File: src/rtl/sub_pkg.sv
// Shared definitions for the bit-serial subtractor: FSM state encoding and default width.
package sub_pkg;
    localparam int DEF_WIDTH = 8;

    typedef enum logic {
        ST_IDLE = 1'b0,
        ST_RUN  = 1'b1
    } state_t;
endpackage

File: src/rtl/full_subtractor.sv
// One-bit full subtractor: d = a - b - bin, with borrow-out.
module full_subtractor (
    input  logic a,
    input  logic b,
    input  logic bin,
    output logic d,
    output logic bout
);
    assign d    = a ^ b ^ bin;
    assign bout = (~a & b) | (~(a ^ b) & bin);
endmodule

File: src/rtl/serial_subtractor.sv
// Bit-serial subtractor, LSB first; result and borrow held until the next completion.
//  state   | meaning
//  ST_IDLE | waiting for start, last result held on diff/bout
//  ST_RUN  | one bit per edge through the full subtractor, WIDTH edges total
module serial_subtractor
    import sub_pkg::*;
#(
    parameter int WIDTH = DEF_WIDTH
) (
    input  logic             clk,
    input  logic             rst,
    input  logic             start,
    input  logic [WIDTH-1:0] a,
    input  logic [WIDTH-1:0] b,
    input  logic             bin,
    output logic             busy,
    output logic             done,
    output logic [WIDTH-1:0] diff,
    output logic             bout
);
    localparam int CW = $clog2(WIDTH);

    state_t           state_q, state_d;
    logic [CW-1:0]    cnt_q, cnt_d;
    logic [WIDTH-1:0] a_q, a_d;
    logic [WIDTH-1:0] b_q, b_d;
    logic             br_q, br_d;
    logic [WIDTH-1:0] res_q, res_d;
    logic [WIDTH-1:0] diff_q, diff_d;
    logic             bout_q, bout_d;
    logic             done_q, done_d;

    logic bit_d;
    logic bit_bout;

    full_subtractor u_fs (
        .a    (a_q[0]),
        .b    (b_q[0]),
        .bin  (br_q),
        .d    (bit_d),
        .bout (bit_bout)
    );

    always_ff @(posedge clk or posedge rst) begin
        if (rst) begin
            state_q <= ST_IDLE;
            cnt_q   <= '0;
            a_q     <= '0;
            b_q     <= '0;
            br_q    <= 1'b0;
            res_q   <= '0;
            diff_q  <= '0;
            bout_q  <= 1'b0;
            done_q  <= 1'b0;
        end else begin
            state_q <= state_d;
            cnt_q   <= cnt_d;
            a_q     <= a_d;
            b_q     <= b_d;
            br_q    <= br_d;
            res_q   <= res_d;
            diff_q  <= diff_d;
            bout_q  <= bout_d;
            done_q  <= done_d;
        end
    end

    always_comb begin
        state_d = state_q;
        cnt_d   = cnt_q;
        a_d     = a_q;
        b_d     = b_q;
        br_d    = br_q;
        res_d   = res_q;
        diff_d  = diff_q;
        bout_d  = bout_q;
        done_d  = 1'b0;

        case (state_q)
            ST_IDLE: begin
                if (start) begin
                    a_d     = a;
                    b_d     = b;
                    br_d    = bin;
                    cnt_d   = '0;
                    state_d = ST_RUN;
                end
            end
            ST_RUN: begin
                // New bit enters at the MSB so bit 0 lands in place after WIDTH shifts.
                res_d = {bit_d, res_q[WIDTH-1:1]};
                a_d   = a_q >> 1;
                b_d   = b_q >> 1;
                br_d  = bit_bout;
                cnt_d = cnt_q + CW'(1);
                if (cnt_q == CW'(WIDTH - 1)) begin
                    diff_d  = {bit_d, res_q[WIDTH-1:1]};
                    bout_d  = bit_bout;
                    done_d  = 1'b1;
                    state_d = ST_IDLE;
                end
            end
            default: state_d = ST_IDLE;
        endcase
    end

    assign busy = (state_q == ST_RUN);
    assign done = done_q;
    assign diff = diff_q;
    assign bout = bout_q;
endmodule

File: config.mk
export PLATFORM = sky130hd
export DESIGN_NAME = serial_subtractor
export DESIGN_NICKNAME = d
export VERILOG_FILES = /design/src/rtl/sub_pkg.sv /design/src/rtl/full_subtractor.sv /design/src/rtl/serial_subtractor.sv
export SDC_FILE = /design/constraint.sdc
export NUM_CORES = 1
export LEC_CHECK = 0
export CAP_MARGIN = 10
export CORE_ASPECT_RATIO = 0.6
export CORE_UTILIZATION = 50
export CTS_CLUSTER_SIZE = 8
export DETAILED_ROUTE_END_ITERATION = 7
export GPL_ROUTABILITY_DRIVEN = 0
export PLACE_DENSITY_LB_ADDON = 0.08
export SLEW_MARGIN = 10
export SYNTH_ARGS = -nofsm -noshare
export SYNTH_HDL_FRONTEND = slang
export SYNTH_HIERARCHICAL = 1
export SYNTH_SLANG_ARGS = --single-unit
File: constraint.sdc
create_clock -name clk -period 1.77 [get_ports clk]
set_clock_uncertainty 0.05 [all_clocks]
set_input_delay 0.354 -clock clk [delete_from_list [all_inputs] [get_ports clk]]
set_output_delay 0.354 -clock clk [all_outputs]
set_load 0.05 [all_outputs]
# After elaboration in Yosys (flattened, before gate mapping)
# Index checks and enable logic that the tools add are counted.
# totals
reg_bits,39
in_bits,20
out_inout_bits,11
elab_cells,34
# op_classes
add_sub_neg,1
n_eq_ne,2
n_mux,13
n_bitwise,8
reduce_logical,1
# op_table
op,count
one-hot mux 8 bit (2 select lines),2
2-to-1 mux 8 bit,2
one-hot mux 3 bit (2 select lines),1
2-to-1 mux 1 bit,5
one-hot mux 1 bit (2 select lines),2
adder 3 x 1 -> 3 bit (second input constant),1
equality test 3 bit (second input constant),1
2-to-1 mux 3 bit,1
inverter 1 bit,3
AND 1 bit,2
inequality test 2 bit (second input constant),1
AND reduction 2 bit,1
bitwise XOR 1 bit,2
bitwise OR 1 bit,1

# Longest topological paths before layout
# depth
ltp_word,5
mapped_depth,5
depth_no_buf,5

# By module
# The synthesis kept the hierarchy.
# by_module_without_submodules
mod,n_inst,cells_per_inst,area_each_um2,seq_area_each_um2
serial_subtractor,1,124,1655.3,950.9
full_subtractor,1,4,31.3,0.0

# Worst setup path before layout
# Ideal clock, no wire load.
# synth_timing
path_type,reg-to-reg
startpoint,"reg state_q, in the netlist busy"
endpoint,reg res_q[1]
setup_ps,125
t_arrival_ps,1273
required_time_ps,1595
setup_slack_ps,322
path_stages_with_launch,4
path_buffers,2
period_less_slack_ps,1448
path_cell_list,dfrtp_1 buf_6 buf_6 mux2_4
# synth_rtl
item,line,text
from (decl),serial_subtractor.sv:23,"state_t state_q, state_d;"
from (signal assigned),serial_subtractor.sv:56,state_q <= state_d;
to (signal assigned),serial_subtractor.sv:61,res_q <= res_d;
to (decl),serial_subtractor.sv:28,"logic [WIDTH-1:0] res_q, res_d;"
# No word-level cell between the ends.

# Worst setup path after layout
# layout_timing
startpoint,reg cnt_q[0]
endpoint,"reg diff_q[0], in the netlist diff[0]"
# layout_between
elab_chain_len,2
# layout_lines
item,line,text
from (decl),serial_subtractor.sv:24,"logic [CW-1:0] cnt_q, cnt_d;"
from (signal assigned),serial_subtractor.sv:57,cnt_q <= cnt_d;
equality test 3 bit,serial_subtractor.sv:96,if (cnt_q == CW'(WIDTH - 1)) begin
AND reduction 2 bit (no source line),-,
to (signal assigned),serial_subtractor.sv:62,diff_q <= diff_d;
to (decl),serial_subtractor.sv:29,"logic [WIDTH-1:0] diff_q, diff_d;"
# Every way passes these cells.
# A chain may end at the register's enable or synchronous reset.

==> impl_metrics.toml <==
[worst_setup_path]
slowest_delay_ns = 0.39
r2r_setup_slack_ns = 0.26
rr_endpoint = "diff[0]$_DFFE_PP0P_"
cp_cell_sequence = "ha_1 -> ha_1 -> nand2_8 -> mux2_4"
crit_top_cell = "ha_1"
required_ns = 1.88
startpoint_type = "register"
crit_arrival_ns = 1.62
cp_slowest_cell = "dfrtp_1"
path_max_fanout = 10
worstSetupPathType = "register to register"
reg2reg_from = "cnt_q[0]$_DFFE_PP0P_"
worst_r2r_path_depth = 4
cp-end-kind = "register"

[logic_synthesis]
syn_area_um2 = 1690
synth_cell_types = 16
yosys.cell_count.top_type = "dfrtp_1"
synth_top_cell_by_area = "dfrtp_1"
syn_nets = 151
syn_inst = 128
yosysSeqAreaShare_pct = 56.4
synth_ff_type = "dfrtp_1"
synth-edff-count = 0
synth_common_cells = "38 x dfrtp_1, 19 x mux2i_1, 16 x nand2_1, 16 x o21ai_0, 12 x mux2_4"
yosysTopAreaCellShare_pct = 56.4
syn_avg_cell_area_um2 = 13.2
yosys-top-cells-area = "dfrtp_1 56%, mux2i_1 11%, mux2_4 11%"
synth-seq-cells = 38
synthArstFlopShare_pct = 100
yosys_warnings = 6

[routing]
drc = 0
m1WireLength_um = 1400
postRouteAntennaNets = 0
drt-wirelength-per-cell_um = 13.4
wirelength_um = 2710
wl_met2_um = 1160
dr.max_layer_used = "met3"
vias = 992
wl_met3_um = 151
drt-initial-drc-count = 56
first_pass_iters = 4
vias_per_cell = 4.89

[cts]
cts_buffers = 5
path_clk_slew_ns = 0.07
ctsResizeCount = 0
cts_root_buf = "clkbuf_8"
htree_levels = 2
cts_tree = "yes"
clkLatencyLatePin_ns = 0.28
post_cts.repair.setup_buffers = 0
cts-hold-fix-buffers = 0
cts.sinks = 38
ctsLongestPathBuffers = 2

[place]
hpwl_um = 1890
io_buffers = 30

[grt]
grt_pass1_wl_um = 4640
grt.overflow.total = 0
grt_max_degree = 39
grtUsageTotal_pct = 17.6
grt_pass1_vias = 995
grt_antenna_before_repair = 0

[run_status]
status = "finished, final reports clean"

[sta]
slew_headroom_pct = 69.0
hold_ws_ns = 0.429
final.min_clock_period_ns = 1.51
drv_slew = 0
post-route-period-util_pct = 85.2
tightest_slew_ns = 0.465
tns_ns = 0
finalSetupViolations = 0
fmax_mhz = 663
finalHoldViolCount = 0
rsz0062_at_grt = "false"

[job]
timing.max_cap.violations = 0

[pwr]
leakagePower_uw = 0.00104
irDropWorstVdd_uv = 861
p_per_area_nw_per_um2 = 1860

[hold_path]
holdCritPathClass = "input pin to async pin"

[floorplanning]
num_rows = 15
die_w_um = 77.0
initial_core_util_pct = 55.5
chipHeight_um = 47.0
fp.dieArea_um2 = 3620
pin_count = 31
core_um2 = 3040

[finish]
nets = 185
layout-drive-gt1-share_pct = 23.6
antenna_cells = 0
area_growth_pct = 24.6
## critical path, delay by kind of cell (launching register included)
| kind | cells | cell delay (ns) |
|---|---|---|
| adders and majority gates | 2 | 0.47 |
| DFF | 1 | 0.39 |
| muxes | 1 | 0.31 |
| and+or+nand+nor | 1 | 0.16 |
## cell usage in the layout (no fill, tap or decap)
master,count
dfrtp_1,38
mux2i_1,19
clkdlybuf4s50_1,19
nand2_1,16
o21ai_0,16
mux2_4,12
buf_4,12
inv_1,6
clkbuf_8,6
mux2_2,4
nor2_1,3
buf_12,3
nand2b_1,2
ha_1,2
nand2_8,1
a22o_1,1
fa_1,1
## cell families after synthesis
kind of cell / after synthesis / share of synthesized area [%]
AOI/OAI and AO/OA: 17 / 5.27
muxes: 35 / 24.6
DFF: 38 / 56.4
and+or+nand+nor: 22 / 6.16
buffers and inverters: 13 / 4.90
adders and majority gates: 3 / 2.67
## through the flow
stage / setup WS, ns / area (um^2) / std cells / power (uW) / util [%]
global route: 0.210 / 2100 / 203 / 4170 / 69.1
global placement: 0.268 / 2020 / 197 / 3300 / 66.4
finish: 0.262 / 2100 / 203 / 3910 / 69.1
floorplan: 0.322 / 1690 / 128 / 2880 / -
detailed placement: 0.213 / 2020 / 197 / 3380 / 66.4
CTS: 0.252 / 2100 / 203 / 3970 / 69.1
## final cells by class
cell class                 count  area [um^2]
sequential                    38          951
fill                         222          938
multi-input combinational     77          653
timing repair buffer          34          340
clock buffer                   6         82.6
tap                           42         52.6
inverter                       6         22.5
## routing by layer
layer  track usage (%)  vias to the layer above
li1                  -                      497
met1              24.6                      475
met2              26.1                       20
met3              6.99                        0
met4              4.53                        0
met5                 0                        -
## flip-flops by register name (all words and copies together), names as in the netlist
signal  count
a_q         8
busy        1
cnt_q       3
br_q        1
bout        1
done        1
res_q       7
b_q         8
diff        8
## power breakdown
part	internal [uW]	total [uW]	switching, uW
Clock	300	569	269
Combinational	862	1840	981
Sequential	1270	1500	237
## worst max path at each step
| stage | start | end | slack (ns) |
|---|---|---|---|
| finish | cnt_q[0]$_DFFE_PP0P_ | diff[0]$_DFFE_PP0P_ | 0.26 |
| global route | cnt_q[0]$_DFFE_PP0P_ | diff[0]$_DFFE_PP0P_ | 0.21 |
| CTS | cnt_q[0]$_DFFE_PP0P_ | diff[0]$_DFFE_PP0P_ | 0.25 |
| detailed placement | start | a_q[5]$_DFFE_PP0P_ | 0.21 |
| global placement | start | b_q[6]$_DFFE_PP0P_ | 0.27 |
| floorplan | busy$_DFF_PP0_ | res_q[1]$_DFFE_PP0P_ | 0.32 |
(Power assumes the default switching activity.)
